==> src/rtl/regfile_arb_pkg.sv <==
// Shared types and default sizes for the register-file write arbiter.
package regfile_arb_pkg;

  localparam int REG_W = 16;
  localparam int NREG  = 8;
  localparam int IDX_W = 3;

  typedef enum logic [1:0] {IDLE, OWN_A, OWN_B} arb_state_t;
  typedef enum logic {OWN_SEL_A, OWN_SEL_B} owner_t;

endpackage

==> src/rtl/regfile_read_port.sv <==
// One register-file read port: index mux with optional same-cycle write bypass.
module regfile_read_port #(
  parameter int NREG   = 8,
  parameter int W      = 16,
  parameter int BYPASS = 1
) (
  input  logic [NREG*W-1:0]         reg_q,
  input  logic [NREG-1:0]           reg_en,
  input  logic [W-1:0]              reg_din,
  input  logic [$clog2(NREG)-1:0]   sel,
  output logic [W-1:0]              dout
);

  always_comb begin
    dout = reg_q[sel*W +: W];
    if ((BYPASS != 0) && reg_en[sel]) dout = reg_din;
  end

endmodule

==> src/rtl/regfile_write_arbiter.sv <==
// Round-robin write-path arbiter for the 8x16 register file, with bounded bursts and two read ports.
//   state | meaning
//   IDLE  | no owner; next request (tie -> not last_owner) takes the path
//   OWN_A | A owns the write path; granted every cycle it requests
//   OWN_B | B owns the write path; granted every cycle it requests
module regfile_write_arbiter #(
  parameter int NREG      = regfile_arb_pkg::NREG,
  parameter int W         = regfile_arb_pkg::REG_W,
  parameter int MAX_BURST = 4,
  parameter int BYPASS    = 1,
  localparam int SEL_W    = $clog2(NREG),
  localparam int CNT_W    = (MAX_BURST > 1) ? $clog2(MAX_BURST) : 1
) (
  input  logic              Clk,
  input  logic              Reset,
  input  logic              a_req,
  input  logic [SEL_W-1:0]  a_dr,
  input  logic [W-1:0]      a_data,
  output logic              a_gnt,
  input  logic              b_req,
  input  logic [SEL_W-1:0]  b_dr,
  input  logic [W-1:0]      b_data,
  output logic              b_gnt,
  output logic [NREG-1:0]   reg_en,
  output logic [W-1:0]      reg_din,
  input  logic [NREG*W-1:0] reg_q,
  input  logic [SEL_W-1:0]  sr1_sel,
  input  logic [SEL_W-1:0]  sr2_sel,
  output logic [W-1:0]      sr1_out,
  output logic [W-1:0]      sr2_out
);
  import regfile_arb_pkg::*;

  localparam logic [CNT_W-1:0] CNT_MAX = CNT_W'(MAX_BURST - 1);

  arb_state_t       state, state_nxt;
  owner_t           last_owner, last_owner_nxt;
  logic [CNT_W-1:0] burst_cnt, burst_cnt_nxt;
  logic             own_req, oth_req, own_gnt, burst_end;

  always_ff @(posedge Clk) begin
    if (Reset) begin
      state      <= IDLE;
      burst_cnt  <= '0;
      last_owner <= OWN_SEL_B;
    end else begin
      state      <= state_nxt;
      burst_cnt  <= burst_cnt_nxt;
      last_owner <= last_owner_nxt;
    end
  end

  always_comb begin
    state_nxt      = state;
    burst_cnt_nxt  = burst_cnt;
    last_owner_nxt = last_owner;
    a_gnt          = (state == OWN_A) && a_req && !Reset;
    b_gnt          = (state == OWN_B) && b_req && !Reset;
    own_req        = (state == OWN_A) ? a_req : b_req;
    oth_req        = (state == OWN_A) ? b_req : a_req;
    own_gnt        = a_gnt || b_gnt;
    // The burst ends on the grant that finds the counter already saturated.
    burst_end      = own_gnt && (burst_cnt == CNT_MAX);

    unique case (state)
      IDLE: begin
        if (a_req && (!b_req || (last_owner == OWN_SEL_B))) begin
          state_nxt      = OWN_A;
          burst_cnt_nxt  = '0;
          last_owner_nxt = OWN_SEL_A;
        end else if (b_req) begin
          state_nxt      = OWN_B;
          burst_cnt_nxt  = '0;
          last_owner_nxt = OWN_SEL_B;
        end
      end
      OWN_A, OWN_B: begin
        if (own_gnt && (burst_cnt != CNT_MAX)) burst_cnt_nxt = burst_cnt + 1'b1;
        if (oth_req && (!own_req || burst_end)) begin
          burst_cnt_nxt = '0;
          if (state == OWN_A) begin
            state_nxt      = OWN_B;
            last_owner_nxt = OWN_SEL_B;
          end else begin
            state_nxt      = OWN_A;
            last_owner_nxt = OWN_SEL_A;
          end
        end else if (!own_req) begin
          state_nxt     = IDLE;
          burst_cnt_nxt = '0;
        end
      end
      default: begin
        state_nxt     = IDLE;
        burst_cnt_nxt = '0;
      end
    endcase
  end

  always_comb begin
    reg_en  = '0;
    reg_din = '0;
    if (a_gnt) begin
      reg_en[a_dr] = 1'b1;
      reg_din      = a_data;
    end else if (b_gnt) begin
      reg_en[b_dr] = 1'b1;
      reg_din      = b_data;
    end
  end

  regfile_read_port #(.NREG(NREG), .W(W), .BYPASS(BYPASS)) u_sr1 (
    .reg_q   (reg_q),
    .reg_en  (reg_en),
    .reg_din (reg_din),
    .sel     (sr1_sel),
    .dout    (sr1_out)
  );

  regfile_read_port #(.NREG(NREG), .W(W), .BYPASS(BYPASS)) u_sr2 (
    .reg_q   (reg_q),
    .reg_en  (reg_en),
    .reg_din (reg_din),
    .sel     (sr2_sel),
    .dout    (sr2_out)
  );

endmodule
==> config.mk <==
export PLATFORM = sky130hd
export DESIGN_NAME = regfile_write_arbiter
export DESIGN_NICKNAME = d
export VERILOG_FILES = /design/src/rtl/regfile_arb_pkg.sv /design/src/rtl/regfile_read_port.sv /design/src/rtl/regfile_write_arbiter.sv
export SDC_FILE = /design/constraint.sdc
export NUM_CORES = 1
export LEC_CHECK = 0
export ABC_AREA = 1
export ABC_CLOCK_PERIOD_IN_PS = 2000
export BUFFER_PORTS_ARGS = -buffer_cell sky130_fd_sc_hd__buf_2
export CORE_UTILIZATION = 41
export CTS_CLUSTER_DIAMETER = 100
export DETAILED_ROUTE_END_ITERATION = 10
export GPL_TIMING_DRIVEN = 0
export PLACE_DENSITY = 0.8
export SLEW_MARGIN = 0
export SYNTH_ARGS = -nofsm -noshare
export SYNTH_HDL_FRONTEND = slang
export SYNTH_SLANG_ARGS = --single-unit
==> constraint.sdc <==
create_clock -name Clk -period 2 [get_ports Clk]
set_input_delay 0.2 -clock Clk [delete_from_list [all_inputs] [get_ports Clk]]
set_output_delay 0.2 -clock Clk [all_outputs]
set_load 0.01 [all_outputs]
==> impl_metrics.toml, run 1 <==
[logic_synthesis]
ys.warnings.count = 0
synthesis.nets = 893
synth.yosys.seq_area_share_pct = 2.68
synth_seq_cells = 5
netlist_top_cells_area = "sky130_fd_sc_hd__o21ai_0, sky130_fd_sc_hd__a21oi_1, sky130_fd_sc_hd__nand2_1, sky130_fd_sc_hd__inv_1, sky130_fd_sc_hd__nand3_1"
top_area_cell_type_share_of_the_netlist_area_pct = 18.2
yosys.cell_types.count = 26
mappedNetlistArea_mm2 = 0.00374
ys_dominant_reg_cell = "sky130_fd_sc_hd__dfxtp_1"
synth_common_cells = "sky130_fd_sc_hd__o21ai_0, sky130_fd_sc_hd__a21oi_1, sky130_fd_sc_hd__nand2_1"
most_common_cell_in_the_synthesized_netlist = "sky130_fd_sc_hd__o21ai_0"
synth_edf_count = 0
synth-async-reset-ratio_pct = 0
synth.largest_area_cell = "sky130_fd_sc_hd__o21ai_0"
postSynthCellCount = 712
syn_avg_cell_area_um2 = 5.25

[setup_path]
reg2reg_end = "state[0]"
cp_data_arrival_time_ns = 2.19
critical_path.cell_chain = "inv_2 > ha_4 > nand2_1 > nor2_1 > nand3_2 > nand3_1 > nand3_2 > nand3_4 > buf_6 > nand3_1 > nand2_1 > buf_2"
cp_data_required_time_ns = 1.80
end_kind = "output port"
reg2reg_depth = 9
worst-path-buf-inv = 3
max_stage_delay_ns = 0.36
setup.worst_path.start = "state[0]"
critical_path_cell_count = 12
ff2ff_setup_slack_ns = -0.06
timing.critical_path.slowest_stage_cell = "sky130_fd_sc_hd__dfxtp_4"
regToRegStartpoint = "state[1]"
worstSetupPathType = "flip-flop to output port"
path_max_fanout = 10
worstSetupEndpoint = "sr1_out[5]"
critPathLaunchType = "flip-flop"
crit_path_leading_delay_family = "simple AND/OR/NAND/NOR gates"

[cts]
cts.sinks = 5
root_driver = "sky130_fd_sc_hd__clkbuf_8"
htree_levels = 1
cts-root-to-sink-buffers = 2
cts_buffers = 3
cts-hold-fix-buffers = 0
clk_pin_slew_ns = 0.04
tritoncts = "yes"
insertion_delay_of_the_later_clocked_pin_in_the_worst_skew_pair_ns = 0.22

[drt]
vias_per_cell = 6.03
postRouteWirelength_um = 20500
drt-wirelength-per-cell_um = 19.0
ant_nets = 0
detail_route.iter0.violations = 640
route.vias.total = 6508
post-route-drc-count = 0
dr.pass1.iters = 5

[grt]
antenna_found_initial = 0
maximum_number_of_pins_on_one_net_before_global_route_repair = 11
grt-ovfl-total = 0
grt_first_pass_wirelength_um = 30500
first_global_vias = 5873
grt_util_all_layers_pct = 39.5

[sta]
rsz0062_at_grt = "yes"
period_needed_ns = 2.39
min_period_over_period_pct = 119
timing.max_slew.rel_slack_pct = 59.2
finalSetupViolCount = 39
timing_max_transition_violations_final = 0
totalNegativeSetupSlack_ns = -11.25
worst_clock_skew_ns = 0.000645
finalHoldViolations = 0
final_critical_path_setup_slack_ns = -0.386
worst_slew_pin_slew_ns = 0.612
maxClockFrequency_ghz = 0.419

[power]
fin_total_pwr_mw = 2.55
share_comb_of_total_power_pct = 85.0
swShare_pct = 52.8
ir_worst_vdd_uv = 657
power.clock.fraction_pct = 7.4
power.switching_mw = 1.35
power.density_cell_area_mw_per_mm2 = 426
share_seq_of_total_power_pct = 7.6
p_leak_nw = 3.12
power_report.internal_total_mw = 1.20

[layout]
area_of_the_multi_input_gates_mm2 = 0.00340
n_fill_cell = 823
antennaDiodeCount = 0
area.sequential_um2 = 108
number_of_nets_in_the_layout = 1154
final_design_area_no_fill_mm2 = 0.00599
drive_gt1_share_pct = 39.5
layout-area-overhead-vs-synth_pct = 60.1

[status]
outcome = "finished with violations"
violated_checks = "setup timing"

[floorplan]
floorplan.initialDensity_pct = 42.7
die_width_um = 97.5
fp.dieArea_mm2 = 0.00951
floorplan.rows = 34
io_pins = 234
fp.coreArea_mm2 = 0.00876
die_height_um = 97.5

[place]
placer_congestion_estimate = 1.01
placed_cell_area_mm2 = 0.00502
portBuffers = 229
hpwl_um = 15600

[flow_run]
max-cap-violations = 0

[min_path]
min_path_type = "input pin to flip-flop"
==> worst reg2reg max path: cells and delay by family, from the launching register on <==
family	cells	cell delay, ns
AO/OA/AOI/OAI	3	1.01
adder cells (fa/ha/maj)	1	0.16
buffers and inverters	2	0.21
flip-flops	1	0.36
AND/OR/NAND/NOR	3	0.20
==> cells in the final DEF, fill, tap and decap left out, drive strengths merged <==
master and n:
dfxtp 5, nor3 5, o21ai 136, nand3 75
ha 5, a22o 16, buf 282, nor2 17
clkinv 4, a21oi 132, a32oi 32, clkbuf 38
nand4 3, nand2 137, a21boi 1, inv 84
==> through the flow <==
step / instances / utilization [%] / hold WS, ns / setup WS, ns
after floorplan: 712 / - / 0.272 / 0.0342
after global placement: 1049 / 57.3 / 0.474 / -0.308
after detailed placement: 1049 / 57.3 / 0.476 / -0.329
after CTS: 1072 / 64.0 / 0.253 / -0.287
after global routing: 1080 / 68.3 / 0.285 / -0.471
final: 1080 / 68.3 / 0.275 / -0.386
==> power by group through the flow <==
stage	sequential [mW]	combinational, mW	clock [mW]
3_3_place_gp	0.168	1.61	0
3_5_place_dp	0.170	1.62	0
6_report	0.193	2.17	0.188
5_1_grt	0.193	2.33	0.195
2_1_floorplan	0.162	1.01	0
4_1_cts	0.185	1.89	0.190
==> final cells by class <==
class / count / area share [%]
Timing Repair Buffer: 256 / 27.3
Clock buffer: 4 / 0.753
Sequential cell: 5 / 1.80
Multi-Input combinational cell: 559 / 56.8
Tap cell: 108 / 2.26
Inverter: 88 / 5.56
Buffer: 60 / 5.56
==> per-layer routing <==
metal	global-route usage, %	part of all wire (%)
met3	9.71	13
met1	49.2	37
met2	66.5	46
met4	12.4	4.0
met5	0	0
==> logic make-up after synthesis <==
kind of cell,after synthesis,share of synthesized area [%]
AO/OA/AOI/OAI,317,47.3
AND/OR/NAND/NOR,237,31.9
buffers and inverters,148,16.5
adder cells (fa/ha/maj),5,1.67
flip-flops,5,2.68
==> sequential cells by signal, indices dropped and copies added (netlist names) <==
name	count
state	2
last_owner	1
burst_cnt	2
==> worst min path at each step <==
stage                    start         end  slack (ns)  depth (start not counted)
floorplan                Reset    state[0]        0.27                          1
global placement    last_owner  last_owner        0.47                          2
detailed placement  last_owner  last_owner        0.48                          2
CTS                      Reset    state[1]        0.25                          2
global route             Reset    state[0]        0.29                          2
finish                   Reset    state[1]        0.27                          2
==> repair_timing <==
| action | 4_1_cts | 5_1_grt |
|---|---|---|
| setup endpoints to repair | 48 | 50 |
| gates cloned | 3 | 0 |
| gates resized for setup | 83 | 61 |
| pin swaps | 23 | 25 |
| buffers inserted | 16 | 9 |
| hold endpoints to repair | 0 | 0 |
Note: power is estimated with default switching activity, not from simulation.
==> run 2, diff against run 1 <==
BUFFER_PORTS_ARGS = -buffer_cell sky130_fd_sc_hd__clkbuf_2   (was -buffer_cell sky130_fd_sc_hd__buf_2)
SETUP_SLACK_MARGIN = 0.1   (was unset)
==> run 2 against run 1 <==
The run still ends with setup timing left. Die area unchanged. Via count down 1.8%. Non-clock buffer count down 8. Maximum frequency up 3.3%. First-iteration DRC count down 1.9%. Sequential share of layout area up 0.11 points.
==> impl_metrics.toml, run 2 (synthesized netlist as in run 1, its figures left out) <==
[cts]
insertion_delay_of_the_later_clocked_pin_in_the_worst_skew_pair_ns = 0.23
cts_buffers = 3
tritoncts = "yes"
cts.sinks = 5
clk_pin_slew_ns = 0.03
cts-root-to-sink-buffers = 2
htree_levels = 1
root_driver = "sky130_fd_sc_hd__clkbuf_8"

[grt]
maximum_number_of_pins_on_one_net_before_global_route_repair = 11
grt-ovfl-total = 0
first_global_vias = 5708
grt_util_all_layers_pct = 37.6
grt_first_pass_wirelength_um = 29000
antenna_found_initial = 0

[power]
p_leak_nw = 3.02
fin_total_pwr_mw = 2.35
power.density_cell_area_mw_per_mm2 = 415
ir_worst_vdd_uv = 734

[sta]
maxClockFrequency_ghz = 0.433
timing_max_transition_violations_final = 0
period_needed_ns = 2.31
worst_clock_skew_ns = 0.00207
timing.max_slew.rel_slack_pct = 61.8
final_critical_path_setup_slack_ns = -0.309
finalHoldViolations = 0
min_period_over_period_pct = 115
worst_slew_pin_slew_ns = 0.573
finalSetupViolCount = 45
rsz0062_at_grt = "yes"

[floorplan]
io_pins = 234
floorplan.rows = 34
floorplan.initialDensity_pct = 42.7
fp.dieArea_mm2 = 0.00951
fp.coreArea_mm2 = 0.00876
die_height_um = 97.5
die_width_um = 97.5

[min_path]
min_path_type = "input pin to flip-flop"
worstHoldStart = "Reset"

[drt]
drt-wirelength-per-cell_um = 18.1
postRouteWirelength_um = 19400
route.vias.total = 6388
vias_per_cell = 5.96
post-route-drc-count = 0
dr.pass1.iters = 5
ant_nets = 0
detail_route.iter0.violations = 628

[place]
hpwl_um = 15700
placement.setup.worst_slack_ns = -0.213
placer_congestion_estimate = 1.05
portBuffers = 229

[setup_path]
cp_data_required_time_ns = 1.80
ff2ff_setup_slack_ns = -0.06
critPathLaunchType = "flip-flop"
path_max_fanout = 7
regToRegStartpoint = "state[1]"
worstSetupEndpoint = "sr2_out[8]"
reg2reg_end = "burst_cnt[1]"
end_kind = "output port"
worstSetupPathType = "flip-flop to output port"
setup.worst_path.start = "state[1]"
reg2reg_depth = 9
cp_data_arrival_time_ns = 2.11

[layout]
layout_common_cells = "sky130_fd_sc_hd__clkbuf_2, sky130_fd_sc_hd__o21ai_0, sky130_fd_sc_hd__a21oi_1, sky130_fd_sc_hd__nand2_1, sky130_fd_sc_hd__inv_1"
antennaDiodeCount = 0
final_common_cell = "sky130_fd_sc_hd__clkbuf_2"
number_of_nets_in_the_layout = 1146
drive_gt1_share_pct = 36.5
layout-area-overhead-vs-synth_pct = 51.0
n_fill_cell = 882
layout_top_registers = "burst_cnt x2, state x2, last_owner x1"

[status]
outcome = "finished with violations"
violated_checks = "setup timing"

[flow_run]
max-cap-violations = 0
[run 2: cell types whose count changed in the layout (fill, tap and decap cells not counted), sizes merged]
cell    previous run  this run
clkbuf            38       246
buf              282        66
[run 2: cell type report]
class                   instances  area (um2)  area share (%)
repair buffers                248        1430            25.3
plain buffers                  60         319            5.65
multi-input cells             559        3280            58.1
clock buffers                   4        45.0           0.798
flip-flops and latches          5         108            1.91
inverters                      88         333            5.89
well taps                     108         135            2.39
[run 2: worst max-delay path, stage by stage, from the launching register on]
cell                       delay (ns)
sky130_fd_sc_hd__dfxtp_4         0.35
sky130_fd_sc_hd__inv_4           0.06
sky130_fd_sc_hd__ha_4            0.14
sky130_fd_sc_hd__nand2_4         0.06
sky130_fd_sc_hd__nor2_4          0.22
sky130_fd_sc_hd__buf_8           0.17
sky130_fd_sc_hd__nand3_4         0.08
sky130_fd_sc_hd__nand3_2         0.09
sky130_fd_sc_hd__nand3_2         0.08
sky130_fd_sc_hd__nand3_4         0.13
sky130_fd_sc_hd__nand2_4         0.10
sky130_fd_sc_hd__buf_6           0.14
sky130_fd_sc_hd__nand2_1         0.06
sky130_fd_sc_hd__nand2_1         0.06
sky130_fd_sc_hd__clkbuf_2        0.13
[run 2: worst min path at each step]
| stage | end | slack [ns] | depth (start not counted) |
|---|---|---|---|
| finish | state[1] | 0.28 | 2 |
| global route | state[1] | 0.30 | 2 |
| CTS | state[1] | 0.29 | 2 |
| detailed placement | last_owner | 0.48 | 2 |
| global placement | last_owner | 0.46 | 2 |
| floorplan | state[0] | 0.27 | 1 |
[run 2: routing by layer]
metal  GRT usage [%]  part of all wire (%)
met1            47.0                    38
met2            64.4                    45
met3            5.83                    12
met4            14.4                   4.9
met5               0                     0
[run 2: power breakdown]
part	switching, mW	internal, mW
logic	1.17	0.799
registers	0.0386	0.149
clock network	0.0548	0.137
total	1.26	1.09
[run 2: repair_timing]
action | 4_1_cts | 5_1_grt
resized for setup | 23 | 97
hold buffers | 0 | 0
gates cloned | 1 | 2
pin swaps | 6 | 19
setup buffers | 13 | 3
setup endpoints to repair | 51 | 53
[run 2: metrics by stage]
step                      TNS (ns)  cell area [um2]  hold slack (ns)  std cells  utilization, %
after global routing        -14.72             5650            0.295       1072            64.4
after global placement       -4.19             5040            0.456       1049            57.5
after detailed placement     -4.52             5040            0.478       1049            57.5
final                        -9.88             5650            0.282       1072            64.4
after CTS                    -7.65             5290            0.293       1067            60.4
after floorplan                  0             3750            0.272        712               -
